==> config.mk <==
export PLATFORM = sky130hd
export DESIGN_NAME = uart_tx_hamming
export DESIGN_NICKNAME = d
export VERILOG_FILES = /design/src/rtl/uart_tx_hamming_pkg.sv /design/src/rtl/uart_tx_hamming_baud_gen.sv /design/src/rtl/uart_tx_hamming.sv
export SDC_FILE = /design/constraint.sdc
export NUM_CORES = 1
export LEC_CHECK = 0
export ABC_AREA = 1
export CORE_MARGIN = 5
export CORE_UTILIZATION = 50
export CTS_BUF_LIST = sky130_fd_sc_hd__clkbuf_8
export DETAILED_ROUTE_END_ITERATION = 12
export GPL_TIMING_DRIVEN = 0
export PLACE_DENSITY = 0.82
export SYNTH_ARGS = -nofsm -noshare
export SYNTH_HDL_FRONTEND = slang
export SYNTH_HIERARCHICAL = 1
export SYNTH_SLANG_ARGS = --single-unit
==> constraint.sdc <==
create_clock -name clk -period 1.9 [get_ports clk]
set_clock_uncertainty 0.15 [all_clocks]
set_input_delay 0.38 -clock clk [delete_from_list [all_inputs] [get_ports clk]]
set_output_delay 0.38 -clock clk [all_outputs]
set_load 0.02 [all_outputs]
==> src/rtl/uart_tx_hamming_pkg.sv <==
// Shared definitions for the Hamming(7,4) UART transmitter and its matching receiver.
//   - tx_state_e : frame FSM states (idle, start bit, data bits, stop bits)
//   - CODE_BITS  : codeword width carried by one frame
//   - START_LEVEL / STOP_LEVEL / IDLE_LEVEL : line levels
package uart_tx_hamming_pkg;

    localparam int unsigned CODE_BITS = 7;

    localparam logic START_LEVEL = 1'b0;
    localparam logic STOP_LEVEL  = 1'b1;
    localparam logic IDLE_LEVEL  = 1'b1;

    typedef logic [CODE_BITS-1:0] code_t;

    typedef enum logic [1:0] {
        StIdle  = 2'd0,
        StStart = 2'd1,
        StData  = 2'd2,
        StStop  = 2'd3
    } tx_state_e;

endpackage

==> src/rtl/uart_tx_hamming_baud_gen.sv <==
// Bit-period timer for the UART transmitter.
//   clk      : system clock
//   rst      : asynchronous, active-high reset
//   clr      : synchronous clear, holds the counter at 0
//   bit_tick : high during the last clock of each bit period
// The counter runs 0..CLKS_PER_BIT-1 and wraps to 0 on bit_tick.
module uart_tx_hamming_baud_gen #(
    parameter int unsigned CLKS_PER_BIT = 16
) (
    input  logic clk,
    input  logic rst,
    input  logic clr,
    output logic bit_tick
);

    localparam int unsigned CntW = (CLKS_PER_BIT > 1) ? $clog2(CLKS_PER_BIT) : 1;
    localparam logic [CntW-1:0] CntLast = CntW'(CLKS_PER_BIT - 1);

    logic [CntW-1:0] cnt_q;
    logic [CntW-1:0] cnt_d;

    assign bit_tick = (cnt_q == CntLast);

    always_comb begin
        cnt_d = cnt_q + 1'b1;
        if (clr || bit_tick) begin
            cnt_d = '0;
        end
    end

    always_ff @(posedge clk or posedge rst) begin
        if (rst) begin
            cnt_q <= '0;
        end else begin
            cnt_q <= cnt_d;
        end
    end

endmodule

==> src/rtl/uart_tx_hamming.sv <==
// UART serialiser for 7-bit Hamming(7,4) codewords.
// Frame: one start bit (0), 7 data bits LSB first, STOP_BITS stop bits (1).
// A one-entry holding register absorbs single-cycle valid pulses from the encoder
// while a frame is shifting; a word offered while it is full is dropped and flagged.
//   clk        : system clock
//   rst        : asynchronous, active-high reset
//   ena        : accept enable; code_valid is ignored while low
//   code_in    : codeword, captured when accepted
//   code_valid : codeword present this cycle
//   code_ready : holding register empty
//   tx         : serial line (registered, idles high)
//   busy       : a frame is on the line
//   overrun    : one-cycle pulse after a word was dropped
module uart_tx_hamming
    import uart_tx_hamming_pkg::*;
#(
    parameter int unsigned CLKS_PER_BIT = 16,
    parameter int unsigned STOP_BITS    = 1
) (
    input  logic                 clk,
    input  logic                 rst,
    input  logic                 ena,
    input  logic [CODE_BITS-1:0] code_in,
    input  logic                 code_valid,
    output logic                 code_ready,
    output logic                 tx,
    output logic                 busy,
    output logic                 overrun
);

    localparam logic [2:0] LastDataIdx = 3'(CODE_BITS - 1);
    localparam logic [2:0] LastStopIdx = 3'(STOP_BITS - 1);

    tx_state_e  state_q, state_d;
    code_t      hold_q, hold_d;
    logic       hold_full_q, hold_full_d;
    code_t      shift_q, shift_d;
    // Indexes data bits in StData and stop bits in StStop.
    logic [2:0] bit_idx_q, bit_idx_d;
    logic       tx_q, tx_d;
    logic       overrun_q, overrun_d;

    logic       bit_tick;
    logic       load;
    logic       offer;
    logic       accept;

    assign offer  = code_valid & ena;
    assign accept = offer & ~hold_full_q;

    // Counter held at 0 while idle and restarted on every load so the start bit is full length.
    uart_tx_hamming_baud_gen #(
        .CLKS_PER_BIT(CLKS_PER_BIT)
    ) u_baud_gen (
        .clk     (clk),
        .rst     (rst),
        .clr     (load || (state_q == StIdle)),
        .bit_tick(bit_tick)
    );

    // State register
    always_ff @(posedge clk or posedge rst) begin
        if (rst) begin
            state_q <= StIdle;
        end else begin
            state_q <= state_d;
        end
    end

    // Next-state logic; load marks an edge that moves the held word into the shifter.
    always_comb begin
        state_d = state_q;
        load    = 1'b0;
        unique case (state_q)
            StIdle: begin
                if (hold_full_q) begin
                    state_d = StStart;
                    load    = 1'b1;
                end
            end
            StStart: begin
                if (bit_tick) begin
                    state_d = StData;
                end
            end
            StData: begin
                if (bit_tick && (bit_idx_q == LastDataIdx)) begin
                    state_d = StStop;
                end
            end
            StStop: begin
                if (bit_tick && (bit_idx_q == LastStopIdx)) begin
                    // Back-to-back frames: no idle gap when a word is waiting.
                    if (hold_full_q) begin
                        state_d = StStart;
                        load    = 1'b1;
                    end else begin
                        state_d = StIdle;
                    end
                end
            end
            default: state_d = StIdle;
        endcase
    end

    // Datapath / output next-state logic
    always_comb begin
        tx_d      = tx_q;
        shift_d   = shift_q;
        bit_idx_d = bit_idx_q;
        if (load) begin
            shift_d   = hold_q;
            tx_d      = START_LEVEL;
            bit_idx_d = '0;
        end else begin
            unique case (state_q)
                StIdle: begin
                    tx_d = IDLE_LEVEL;
                end
                StStart: begin
                    if (bit_tick) begin
                        tx_d      = shift_q[0];
                        bit_idx_d = '0;
                    end
                end
                StData: begin
                    if (bit_tick) begin
                        if (bit_idx_q == LastDataIdx) begin
                            tx_d      = STOP_LEVEL;
                            bit_idx_d = '0;
                        end else begin
                            shift_d   = shift_q >> 1;
                            tx_d      = shift_q[1];
                            bit_idx_d = bit_idx_q + 3'd1;
                        end
                    end
                end
                StStop: begin
                    if (bit_tick) begin
                        bit_idx_d = (bit_idx_q == LastStopIdx) ? 3'd0 : bit_idx_q + 3'd1;
                    end
                end
                default: tx_d = IDLE_LEVEL;
            endcase
        end
    end

    // Holding register: load and accept are exclusive (load needs full, accept needs empty),
    // so a drained register refills no earlier than the following edge.
    always_comb begin
        hold_d      = hold_q;
        hold_full_d = hold_full_q;
        if (load) begin
            hold_full_d = 1'b0;
        end
        if (accept) begin
            hold_d      = code_in;
            hold_full_d = 1'b1;
        end
        // Uses the registered full flag: a word offered on the draining edge is still dropped.
        overrun_d = offer & hold_full_q;
    end

    always_ff @(posedge clk or posedge rst) begin
        if (rst) begin
            hold_q      <= '0;
            hold_full_q <= 1'b0;
            shift_q     <= '0;
            bit_idx_q   <= '0;
            tx_q        <= IDLE_LEVEL;
            overrun_q   <= 1'b0;
        end else begin
            hold_q      <= hold_d;
            hold_full_q <= hold_full_d;
            shift_q     <= shift_d;
            bit_idx_q   <= bit_idx_d;
            tx_q        <= tx_d;
            overrun_q   <= overrun_d;
        end
    end

    assign code_ready = ~hold_full_q;
    assign tx         = tx_q;
    assign busy       = (state_q != StIdle);
    assign overrun    = overrun_q;

endmodule
==> impl_results.md <==
* Synth top area cells: dfrtp_1, nand3_1, nand2_1
* Final min period at 1.83 ns
* Synth cell count leaders: nand2_1, nand3_1, dfrtp_1, inv_1, nor2_1
* Routed WL per cell at 12.4 um
* Synth cell types at 27
* Die extent in y at 64.4 um
* Worst-Margin Slew at 0.793 ns
* Vias/cell at 5.20
* Slew Limit Fails at 0
* Data arrival time of the worst path at 1.30 ns
* Total track usage at 14.2%
* RSZ-0062 raised after global routing: no
* Leakage at 0.878 nW
* Sink Count at 26
* Status: finished, final reports clean
* CTS Buf Count at 3
* Fmax at 0.546 GHz
* Fin Hold WS at 0.164 ns
* 1st-pass router iterations at 4
* Dpl hpwl at 2150 um
* Pwr Density at 640 mW/mm^2
* Root Buffer: clkbuf_8
* Vias at 1,165
* Initial antenna violation count at 0
* Yosys top cell by area: dfrtp_1
* Total global routing overflow at 0
* CTS tree: yes
* Synth top area share at 42.3%
* Largest net degree at the start of global routing at 23
* Final period utilization at 96.5%
* CP Max Fanout at 5
* Syn_area_per_cell at 8.64 um^2
* Starting Density at 52.7%
* # DRC at 0
* Cells after Synth at 171
* Ys Warns at 6
* Net count, final at 214
* Synthesized flop and latch total at 26
* H-tree depth at 1
* Area of the core at 0.00281 mm^2
* DIE AREA at 0.00414 mm^2
* FP Rows at 19
* Clock slew at the register clock pins of the worst setup and hold paths at 0.08 ns
* Clock Latency Late Sink at 0.27 ns
* Clock Tree Buf Depth at 2
* Antenna Cells at 0
* Rel. slew slack at 47.1%
* FFs w/ async S/R, synth at 100%
* Peak supply drop at 538 uV
* Worst setup SP type: register
* Routed wire length at 2790 um
* Top FF cell, synth: dfrtp_1
* Die X at 64.4 um
* Pwr Total at 0.00113 W
* Seq/Total Area, Yosys at 44.1%
* First-pass GRT wire length at 4660 um
* Post-synth EDFFs at 0
* Setup CP Type: reg2out
* Antenna Nets Post-Route at 0
* Area grow syn2layout at 19.6%
* Final setup viols at 0
* Fillers at 242
* WP data required at 1.37 ns
* Syn_nets at 191
* Crit. End Element: output port
* Max cap viols at 0
* Mapped Area at 0.00148 mm^2
* IO Port Bufs at 14
* Final hold violations at 0
* DR iter-0 viols at 33
* Ports at 15
* Vias in the first global route at 1,135
* Min-Delay Path Class: in2async
* Proportion of layout cells with a drive suffix above 1 at 20.2%
* Routability Congestion at 0.827
-- layer usage --
metal / vias to the layer above / part of all wire, % / global-route usage, %
met5: - / 0 / 0
met4: 0 / 1.9 / 7.92
met3: 7 / 4.1 / 2.45
met2: 21 / 54 / 26.5
met1: 546 / 40 / 14.8
li1: 591 / - / -
-- worst max-delay path, cell delays in order, from the launching register on --
cell	delay (ns)
dfrtp_1	0.38
inv_1	0.11
ha_1	0.23
inv_1	0.14
buf_4	0.16
-- cells by family (layout without fill, tap and decap cells) --
logic type	Yosys count	after routing	share of synthesized area [%]
AOI/OAI and AO/OA	10	10	4.66
xor gates and xnor gates	1	1	0.593
adders and majority gates	9	9	7.62
buffers and inverters	27	49	8.21
DFF	26	26	44.1
muxes	7	7	5.33
and+or+nand+nor	91	91	29.5
-- path summary, 6_finish.rpt --
kind	startpoint	slack, ns	cells after the start	end
min	rst	0.16	2	u_baud_gen/cnt_q[2]$_DFF_PP0_
max reg2reg	bit_idx_q[0]$_DFFE_PP0P_	0.11	11	u_baud_gen/cnt_q[0]$_DFF_PP0_
max	state_q[0]$_DFFE_PP0P_	0.07	4	busy
max in group asynchronous	rst	0.62	2	state_q[1]$_DFFE_PP0P_
min reg2reg	hold_q[6]$_DFFE_PP0P_	0.34	2	shift_q[6]$_DFFE_PP0P_
min in group clk	hold_q[6]$_DFFE_PP0P_	0.34	2	shift_q[6]$_DFFE_PP0P_
-- sequential cells by signal, summed over array words and instances (netlist names) --
| name | cells |
|---|---|
| bit_idx_q | 3 |
| hold_full_q | 1 |
| hold_q | 7 |
| overrun | 1 |
| shift_q | 7 |
| state_q | 2 |
| tx | 1 |
| u_baud_gen/cnt_q | 4 |
-- where the power goes --
part | leakage (nW) | internal (W) | total [W] | switching, W
clock network | 0.0288 | 0.000185 | 0.000351 | 0.000165
registers | 0.328 | 0.000624 | 0.000660 | 0.0000365
logic | 0.522 | 0.0000750 | 0.000119 | 0.0000441
total | 0.878 | 0.000884 | 0.00113 | 0.000246
-- layout by cell type, fill, tap and decap left out --
cell,count
dlygate4sd2_1,2
clkinv_2,1
ha_2,1
nand4_1,1
nand2_2,2
nor2_2,2
nand3_4,1
nor3_1,1
clkbuf_8,4
o21bai_4,1
dfrtp_1,23
ha_1,7
inv_2,3
o21ai_1,2
o21ai_0,4
xnor2_1,1
nand2_1,31
buf_6,2
nand3_1,31
mux2_2,7
nor2_1,16
dfrtp_2,2
ha_4,1
clkdlybuf4s50_1,11
nor3b_1,1
nand3_2,1
a21oi_1,1
a21boi_0,1
dfstp_2,1
buf_4,6
a211oi_1,1
inv_1,20
nand2_4,3
nor2_4,1
-- area by class of cell --
cell class                 instances  area, um^2  area share, %
sequential                        26         654           37.0
tap                               31        38.8           2.20
clock buffer                       4        55.1           3.12
inverter                          24        91.3           5.17
timing repair buffer              18         165           9.35
multi-input combinational        118         732           41.4
buffer                             3        30.0           1.70
-- stage by stage --
step	utilization (%)	worst slack [ns]	area, um^2	cells	setup TNS, ns
4_1_cts	61.0	0.00329	1710	220	0
3_5_place_dp	59.1	-0.162	1660	216	-0.802
6_report	63.0	0.0671	1770	224	0
5_1_grt	63.0	0.00765	1770	224	0
2_1_floorplan	-	0.0595	1480	171	0
3_3_place_gp	59.1	-0.115	1660	216	-0.483
-- what timing repair did --
| item | in CTS | in global routing |
|---|---|---|
| setup endpoints to repair | 17 | 6 |
| hold buffers | 0 | 0 |
| gates resized for setup | 8 | 9 |
| setup buffers | 0 | 4 |
| pin swaps | 0 | 3 |
Note: power is estimated with default switching activity, not from simulation.
